`src/rtl/nibble_serial_adder_pkg.sv`:
```
// Shared types for the nibble-serial adder: FSM state encoding and nibble width.
// Build option: OVERFLOW_FLAG_EN (see nibble_serial_adder.sv).
package nsa_pkg;

  localparam int NIB_W   = 4;
  localparam int STATE_W = 2;

  typedef enum logic [STATE_W-1:0] {
    S_IDLE,
    S_RUN,
    S_DONE
  } state_t;

endpackage

```
`src/rtl/nibble_serial_adder_fulladd.sv`:
```
// Existing 4-bit combinational adder stage: sum/c_out = a + b + c_in.
// Used one nibble per cycle by nibble_serial_adder.
module fulladd
  import nsa_pkg::*;
(
  input  logic [NIB_W-1:0] a,
  input  logic [NIB_W-1:0] b,
  input  logic             c_in,
  output logic [NIB_W-1:0] sum,
  output logic             c_out
);

  assign {c_out, sum} = {1'b0, a}
                      + {1'b0, b}
                      + {{NIB_W{1'b0}}, c_in};

endmodule

```
`src/rtl/nibble_serial_adder.sv`:
```
// Multi-cycle WIDTH-bit adder, one nibble per cycle LSB first, valid/ready on both sides.
// Define OVERFLOW_FLAG_EN to add the registered signed-overflow output out_ovf.
module nibble_serial_adder
  import nsa_pkg::*;
#(
  parameter int WIDTH = 16
) (
  input  logic             clk,
  input  logic             rst,
  input  logic             in_valid,
  output logic             in_ready,
  input  logic [WIDTH-1:0] in_a,
  input  logic [WIDTH-1:0] in_b,
  input  logic             in_cin,
  output logic             out_valid,
  input  logic             out_ready,
  output logic [WIDTH-1:0] out_sum,
  output logic             out_cout
`ifdef OVERFLOW_FLAG_EN
  ,
  output logic             out_ovf
`endif
);

  localparam int NIBBLES = WIDTH / NIB_W;
  localparam int CW = (NIBBLES > 1) ? $clog2(NIBBLES) : 1;
  localparam logic [CW-1:0] LAST = CW'(NIBBLES - 1);

  if ((WIDTH % NIB_W) != 0 || WIDTH < NIB_W) begin : g_bad_width
    $error("nibble_serial_adder: WIDTH must be a multiple of 4 and >= 4");
  end

  state_t state;
  state_t state_nxt;

  logic [WIDTH-1:0] a_sr;
  logic [WIDTH-1:0] b_sr;
  logic [WIDTH-1:0] res_sr;
  logic [WIDTH-1:0] res_nxt;
  logic             carry;
  logic [CW-1:0]    count;

  logic [NIB_W-1:0] fa_sum;
  logic             fa_cout;

  logic accept;
  logic running;
  logic last;

  assign in_ready  = (state == S_IDLE) && !rst;
  assign out_valid = (state == S_DONE);
  assign accept    = in_valid && in_ready;
  assign running   = (state == S_RUN);
  assign last      = running && (count == LAST);

  fulladd u_fa (
    .a    (a_sr[NIB_W-1:0]),
    .b    (b_sr[NIB_W-1:0]),
    .c_in (carry),
    .sum  (fa_sum),
    .c_out(fa_cout)
  );

  // New nibble enters at the top; after NIBBLES shifts the LSB nibble sits at [3:0].
  assign res_nxt = (res_sr >> NIB_W)
                 | (WIDTH'(fa_sum) << (WIDTH - NIB_W));

  always_ff @(posedge clk) begin
    if (rst) begin
      state <= S_IDLE;
    end else begin
      state <= state_nxt;
    end
  end

  always_comb begin
    state_nxt = state;
    unique case (state)
      S_IDLE: begin
        if (accept) state_nxt = S_RUN;
      end
      S_RUN: begin
        if (count == LAST) state_nxt = S_DONE;
      end
      S_DONE: begin
        if (out_ready) state_nxt = S_IDLE;
      end
      default: state_nxt = S_IDLE;
    endcase
  end

  always_ff @(posedge clk) begin
    if (rst) begin
      a_sr     <= '0;
      b_sr     <= '0;
      res_sr   <= '0;
      carry    <= 1'b0;
      count    <= '0;
      out_sum  <= '0;
      out_cout <= 1'b0;
    end else if (accept) begin
      a_sr  <= in_a;
      b_sr  <= in_b;
      carry <= in_cin;
      count <= '0;
    end else if (running) begin
      a_sr   <= a_sr >> NIB_W;
      b_sr   <= b_sr >> NIB_W;
      carry  <= fa_cout;
      res_sr <= res_nxt;
      count  <= count + 1'b1;
      // Outputs only move here, so they hold through DONE and after the handshake.
      if (last) begin
        out_sum  <= res_nxt;
        out_cout <= fa_cout;
      end
    end
  end

`ifdef OVERFLOW_FLAG_EN
  always_ff @(posedge clk) begin
    if (rst) begin
      out_ovf <= 1'b0;
    end else if (last) begin
      out_ovf <= (a_sr[NIB_W-1] == b_sr[NIB_W-1])
              && (fa_sum[NIB_W-1] != a_sr[NIB_W-1]);
    end
  end
`endif

endmodule

```
`config.mk`:
```
export PLATFORM = sky130hd
export DESIGN_NAME = nibble_serial_adder
export DESIGN_NICKNAME = d
export VERILOG_FILES = /design/src/rtl/nibble_serial_adder_pkg.sv /design/src/rtl/nibble_serial_adder_fulladd.sv /design/src/rtl/nibble_serial_adder.sv
export SDC_FILE = /design/constraint.sdc
export NUM_CORES = 1
export LEC_CHECK = 0
export CAP_MARGIN = 5
export CORE_MARGIN = 5
export CORE_UTILIZATION = 35
export CTS_CLUSTER_DIAMETER = 60
export CTS_CLUSTER_SIZE = 14
export DETAILED_ROUTE_END_ITERATION = 7
export SLEW_MARGIN = 20
export SYNTH_ARGS = -nofsm -noshare
export SYNTH_HDL_FRONTEND = slang
export SYNTH_SLANG_ARGS = --single-unit
```
`constraint.sdc`:
```
create_clock -name clk -period 1.5 [get_ports clk]
set_input_delay 0.3 -clock clk [delete_from_list [all_inputs] [get_ports clk]]
set_output_delay 0.3 -clock clk [all_outputs]
set_load 0.005 [all_outputs]
```
==> results.md, run 1 <==
- CP Capture Type: flip-flop
- Slew margin rel.: 0.646
- WHS Endpoint: out_sum[1]
- CP Buf/Inv Count: 2
- Synth async-reset ratio: 0
- Die width: roughly 96 um
- Placer Congestion: 0.728
- Grt ovf: 0
- Initial core utilization: 0.358
- Delay-heaviest family, CP: adder cells
- Final setup fails: 4
- Sequential area share after synthesis: 0.512
- P&R area growth vs syn: 39.5%
- Vias: approximately 2300
- Pre-Repair DR Iteration Count: 4
- H-tree Lvls: 3
- Peak VDD IR: approximately 0.5 mV
- Hold Crit Class: flip-flop to flip-flop
- Design Power: ~3.6 mW
- Share of cells above drive strength 1: 0.162
- Fin cells: 470
- Total CTS buffers: 9
- Crit path cell chain: fa_2, inv_2, fa_2, inv_2, a21o_1, a21oi_2, o31ai_1
- FMAX: 652 MHz
- Max-cap viol count: 0
- Yosys reg bits: 66
- Post-DP HPWL: just over 4 mm
- Cell area after synthesis: 0.00258 mm2
- Post-synth EDFFs: 0
- CTS tree: done
- Outcome: complete, but fails checks
- Drt wl/cell: around 13 um
- Setup Crit Path Kind: flip-flop to flip-flop
- Post-route ant nets: 0
- RSZ-0062 raised after global routing: yes
- # clock sinks: 66
- Initial antenna violation count: 0
- Syn Area/Cell: between 8 and 9 um2
- Via density: between 4 and 5
- Crit path time final: 1.53 ns
- Least-Margin Pin Slew: between 0.5 and 0.6 ns
- Violated checks: negative setup slack
- DRC: 0
- Total Wirelength: between 6 and 7 mm
- Origin of the critical flop-to-flop path: a_sr[0]
- Nets: 409
- Ant diodes: 0
- Max stage delay cell, worst path: fa_2
- Largest stage delay, worst path: just under 0.4 ns
- CP arrival: ~1.7 ns
- Reg2reg path depth: 7
- Commonest non-fill, non-tap cells in the layout: nand2_1 (84), a21oi_1 (59), dfxtp_1 (58)
- Post-synthesis net count: between 300 and 400
- Worst hold path depth: 2
- Initial DRC count: approximately 110
- Placed Instances: between 400 and 500
- Die area: approximately 0.0092 mm2
- DP Worst Slack: -0.518 ns
- Vias in the first global route: ~2200
- Rows: 31
- First-pass GRT wire length: ~10 mm
- R2r setup slk: -0.03 ns
- Nature of the critical path startpoint: flip-flop
- Largest net degree at the start of global routing: 43
- Pwr/cell area: between 900 and 1000 mW/mm2
- Crit path required time: roughly 1.7 ns
- Final Max Slew Viols: 0
- Crit-path max FO: 2
- Clock Path Buffers: 2
- CTS Root Cell: clkbuf_8
- Core area: ~0.0072 mm2
- Clk_lat worst skew: approximately 0.34 ns
- Leak pwr: around 1.5 nW
- Period Utilization, post-route: 1.02
- Hold Vio Cnt, Final: 0
- Layout fillers: 726
- I/O pin cnt: 56
- HP Start: res_sr[5]
- Chip height: 95.9 um
- Post-Syn Instances: between 300 and 400
- Warning count from the yosys run: 0
- Final core occ: 0.499
- Worst Clk Skew: about 0.0055 ns
- Most common cell after layout, fill and taps aside: nand2_1
- Final setup margin: -0.0337 ns
- Predominant post-synthesis flop cell: dfxtp_1
- Netlist cell types: 26
- Clock transition at path regs: around 0.070 ns
- Overall routing resource usage: 0.143
- Terminus of the critical flop-to-flop path: carry
- Port bufs: 55
==> power breakdown <==
part / switching, mW / internal, mW
Combinational: 0.195 / 0.200
Clock: 0.628 / 0.731
Sequential: 0.0396 / 1.81
Total: 0.863 / 2.74
==> worst max path at each step <==
| stage | startpoint | endpoint | slack, ns | cells past startpoint |
|---|---|---|---|---|
| floorplan | carry | out_cout | 0.00003 | 7 |
| global placement | in_valid | a_sr[9] | -0.46 | 5 |
| detailed placement | in_valid | b_sr[6] | -0.52 | 5 |
| CTS | a_sr[0] | out_cout | -0.04 | 7 |
| global route | a_sr[0] | out_cout | -0.12 | 7 |
| finish | a_sr[0] | carry | -0.03 | 7 |
==> tightest hold or removal path: cells and delay by family (launching register included) <==
kind / cells / cell delay [ns]
DFF: 1 / 0.31
and+or+nand+nor: 1 / 0.05
AOI/OAI and AO/OA: 1 / 0.05
==> state kept, by name (all words and copies together) (netlist names) <==
name,cells
a_sr,16
b_sr,16
carry,1
count,2
out_cout,1
out_sum,16
res_sr,12
state,2
==> layer usage <==
metal	global-route usage	wire length, um	vias to the layer above
li1	-	-	1167
met2	0.241	3000	53
met4	0.0533	77	0
met3	0.0555	315	9
met5	0	0	-
met1	0.163	2750	1069
==> metrics by stage <==
step | hold WS [ns] | TNS (ns) | instance area [um2]
2_1_floorplan | 0.423 | 0 | 2590
3_3_place_gp | 0.442 | -13.29 | 3280
3_5_place_dp | 0.446 | -14.60 | 3280
4_1_cts | 0.455 | -0.111 | 3500
5_1_grt | 0.469 | -0.584 | 3600
6_report | 0.446 | -0.0833 | 3600
==> kinds of logic after synthesis <==
logic type / after synthesis / share of synthesized area
and+or+nand+nor: 111 / 0.186
muxes: 2 / 0.00775
buffers and inverters: 27 / 0.0460
xor gates and xnor gates: 2 / 0.00678
DFF: 66 / 0.512
AOI/OAI and AO/OA: 92 / 0.207
adders and majority gates: 6 / 0.0349
==> synthesized netlist by cell type, types with 3 or more instances <==
| cell | number | share of area |
|---|---|---|
| inv_1 | 5 | 0.0073 |
| nand2_1 | 84 | 0.12 |
| nor2_1 | 3 | 0.0044 |
| ha_1 | 4 | 0.019 |
| a211oi_1 | 3 | 0.0087 |
| a21oi_1 | 61 | 0.12 |
| nor3_1 | 4 | 0.0078 |
| buf_2 | 8 | 0.016 |
| dfxtp_1 | 66 | 0.51 |
| a22oi_1 | 24 | 0.070 |
| clkbuf_1 | 12 | 0.017 |
| nand3_1 | 10 | 0.019 |
==> final cells by class <==
cell class	count	area [um2]	share of cell area
timing repair buffer	71	704	0.196
clock buffer	14	173	0.0479
multi-input combinational	213	1240	0.343
tap	99	124	0.0344
sequential	66	1340	0.371
clock inverter	2	10.0	0.00278
inverter	5	18.8	0.00521
==> repair_timing <==
item	4_1_cts	5_1_grt
gates resized for setup	20	32
setup buffers	0	1
setup endpoints to repair	38	40
hold buffers	0	0
pin swaps	8	5
Note: power is estimated with default switching activity, not from simulation.
==> run 2, diff against run 1 <==
--- a/config.mk
+++ b/config.mk
@@ -6,8 +6,9 @@
 export NUM_CORES = 1
 export LEC_CHECK = 0
 export CAP_MARGIN = 5
-export CORE_MARGIN = 5
+export CORE_MARGIN = 2
 export CORE_UTILIZATION = 35
+export CTS_BUF_LIST = sky130_fd_sc_hd__clkbuf_2 sky130_fd_sc_hd__clkbuf_4 sky130_fd_sc_hd__clkbuf_8
 export CTS_CLUSTER_DIAMETER = 60
 export CTS_CLUSTER_SIZE = 14
 export DETAILED_ROUTE_END_ITERATION = 7
==> constraint.sdc (replaced) <==
create_clock -name clk -period 1.9 [get_ports clk]
set_input_delay 0.38 -clock clk [delete_from_list [all_inputs] [get_ports clk]]
set_output_delay 0.38 -clock clk [all_outputs]
set_load 0.005 [all_outputs]
==> run 2 against run 1 <==
  * The run now ends clean
  * Non-clock buffer count down 8
  * Cell count decreased by 1.9%
  * Global-route usage increased by 0.18 points
  * First-iteration DRC count is 16% higher
  * Sequential cell count is the same
  * Critical endpoint is now in_ready
  * Largest power group unchanged
==> results.md, run 2 (synthesis results as in run 1) <==
- I/O pin cnt: 56 (unchanged)
- Hold Vio Cnt, Final: 0 (unchanged)
- Vias: 2213 (was 2298)
- Worst hold path depth: 2 (unchanged)
- Most common cell after layout, fill and taps aside: nand2_1 (unchanged)
- Rows: 31 (unchanged)
- Peak VDD IR: 0.505 mV (was 0.502 mV)
- Setup repair bufs after CTS: 0 (unchanged)
- HP Start: out_sum[3] (was res_sr[5])
- Worst Clk Skew: 0.00757 ns (was 0.00546 ns)
- Outcome: finished clean (was complete, but fails checks)
- Commonest non-fill, non-tap cells in the layout: nand2_1 (84), dfxtp_1 (65), a21oi_1 (61) (was nand2_1 (84), a21oi_1 (59), dfxtp_1 (58))
- Leak pwr: 1.18 nW (was 1.49 nW)
- Crit-path max FO: 6 (was 2)
- Total Wirelength: 5.60 mm (was 6.14 mm)
- Least-Margin Pin Slew: 0.694 ns (was 0.530 ns)
- Initial antenna violation count: 0 (unchanged)
- Hold_buf cts: 0 (unchanged)
- Pwr/cell area: 842 mW/mm2 (was 1000 mW/mm2)
- Setup TNS: 0 ns (was -0.0833 ns)
- Crit path time final: 1.84 ns
- Via density: 4.80 (was 4.89)
- Hold Crit Class: flip-flop to flip-flop (unchanged)
- Share of cells above drive strength 1: 0.0829 (was 0.162)
- Reg2reg path depth: 7 (unchanged)
- CP arrival: 1.46 ns (was 1.74 ns)
- Die area: 0.00808 mm2 (was 0.00920 mm2)
- Ant diodes: 0 (unchanged)
- Vias in the first global route: 2053 (was 2240)
- Post-DP HPWL: 3.67 mm (was 4.13 mm)
- Initial DRC count: 129 (was 111)
- Nets: 401 (was 409)
- First-pass GRT wire length: 9.54 mm (was 10.1 mm)
- Post-route ant nets: 0 (unchanged)
- Largest net degree at the start of global routing: 68 (was 43)
- Pre-Repair DR Iteration Count: 4 (unchanged)
- Final setup fails: 0 (was 4)
- Die width: 89.9 um (was 95.9 um)
- Setup Crit Path Kind: flip-flop to primary output (was flip-flop to flip-flop)
- DP Worst Slack: -0.192 ns (was -0.518 ns)
- P&R area growth vs syn: 32.4% (was 39.5%)
- Max-cap viol count: 0 (unchanged)
- Switching Share: 0.227 (was 0.240)
- FF/Latch Area: 0.00132 mm2 (was 0.00134 mm2)
- Clk_lat worst skew: 0.34 ns (about the same)
- Drt wl/cell: 12.1 um (was 13.1 um)
- CP Capture Type: primary output (was flip-flop)
- Layout fillers: 730 (was 726)
- # clock sinks: 66 (unchanged)
- DRC: 0 (unchanged)
- Total CTS buffers: 9 (unchanged)
- Top Registers: a_sr: 16 flops, b_sr: 16 flops, out_sum: 16 flops (unchanged)
- Core area: 0.00721 mm2 (unchanged)
- Clock Path Buffers: 2 (unchanged)
- Register share of total power: 0.506 (was 0.513)
- Overall routing resource usage: 0.145 (was 0.143)
- Period Utilization, post-route: 0.967
- Share of total power in the clock network: 0.398 (was 0.378)
- FMAX: about 540 MHz
- Chip height: 89.9 um (was 95.9 um)
- Nature of the critical path startpoint: flip-flop (unchanged)
- P_int: 2.22 mW (was 2.74 mW)
- Slew margin rel.: 0.537 (was 0.646)
- Clock transition at path regs: 0.07 ns (about the same)
- Origin of the critical flop-to-flop path: a_sr[0] (unchanged)
- Final Max Slew Viols: 0 (unchanged)
- Area of the multi-input gates: 0.00115 mm2 (was 0.00124 mm2)
- CTS tree: done (unchanged)
- H-tree Lvls: 3 (unchanged)
- CTS Root Cell: clkbuf_8 (unchanged)
- Comb pwr share: 0.096 (was 0.110)
- Initial core utilization: 0.358 (unchanged)
- Final setup margin: 0.0629 ns (was -0.0337 ns)
- Grt ovf: 0 (unchanged)
- Critical path launch point: state[1] (was a_sr[0])
- Crit path required time: 1.52 ns (was 1.71 ns)
- RSZ-0062 raised after global routing: yes (unchanged)
- Port bufs: 55 (unchanged)
- Min Hold Slack: 0.453 ns (was 0.446 ns)
- Placer Congestion: 0.775 (was 0.728)
- Switching power: 0.655 mW (was 0.863 mW)
## run 2: cell types whose count changed in the layout (fill, tap and decap cells not counted), sizes merged
cell,change
clkdlybuf4s50,+18
dlygate4sd2,-4
buf,-8
dlymetal6s2s,-13
clkbuf,-3
bufinv,+1
## run 2: power groups by stage
stage | combinational, mW | clock [mW] | sequential (mW)
6_report | 0.278 | 1.14 | 1.46
5_1_grt | 0.310 | 1.24 | 1.46
4_1_cts | 0.279 | 1.17 | 1.46
3_5_place_dp | 0.277 | 0 | 1.49
3_3_place_gp | 0.277 | 0 | 1.49
2_1_floorplan | 0.160 | 0 | 1.48
## run 2: worst paths after layout
check	to	slack, ns
worst min-delay path	out_sum[3]	0.45
worst min register to register	out_sum[3]	0.45
worst max-delay path	in_ready	0.06
worst max register to register	out_cout	0.16
## run 2: layout make-up
type,count,area share
Inverter,5,0.00549
Tap cell,99,0.0362
Sequential cell,66,0.387
Multi-Input combinational cell,213,0.338
Clock inverter,3,0.0117
Timing Repair Buffer,63,0.177
Clock buffer,12,0.0447
## run 2: worst max-delay path: stages, from the launching register on
cell,delay (ns)
dfxtp_2,0.37
nor3_2,0.22
clkdlybuf4s50_1,0.54
## run 2: timing repair
item | in CTS | in global routing
setup endpoints to repair | 2 | 2
resized for setup | 2 | 1
pin swaps | 0 | 1
hold endpoints to repair | 0 | 0
## run 2: per-stage QoR
stage | std cells | area (um2) | utilization | power, mW
3_3_place_gp | 446 | 3210 | 0.446 | 1.76
6_report | 461 | 3420 | 0.474 | 2.88
3_5_place_dp | 446 | 3210 | 0.446 | 1.77
4_1_cts | 461 | 3410 | 0.473 | 2.91
2_1_floorplan | 306 | 2580 | - | 1.64
5_1_grt | 461 | 3420 | 0.474 | 3.01
## run 2: per-layer routing
layer / share of wire / global-route usage / routed length (um)
met4: 0.014 / 0.0487 / 76
met5: 0 / 0 / 0
met1: 0.46 / 0.183 / 2550
met3: 0.054 / 0.0562 / 303
met2: 0.48 / 0.228 / 2670
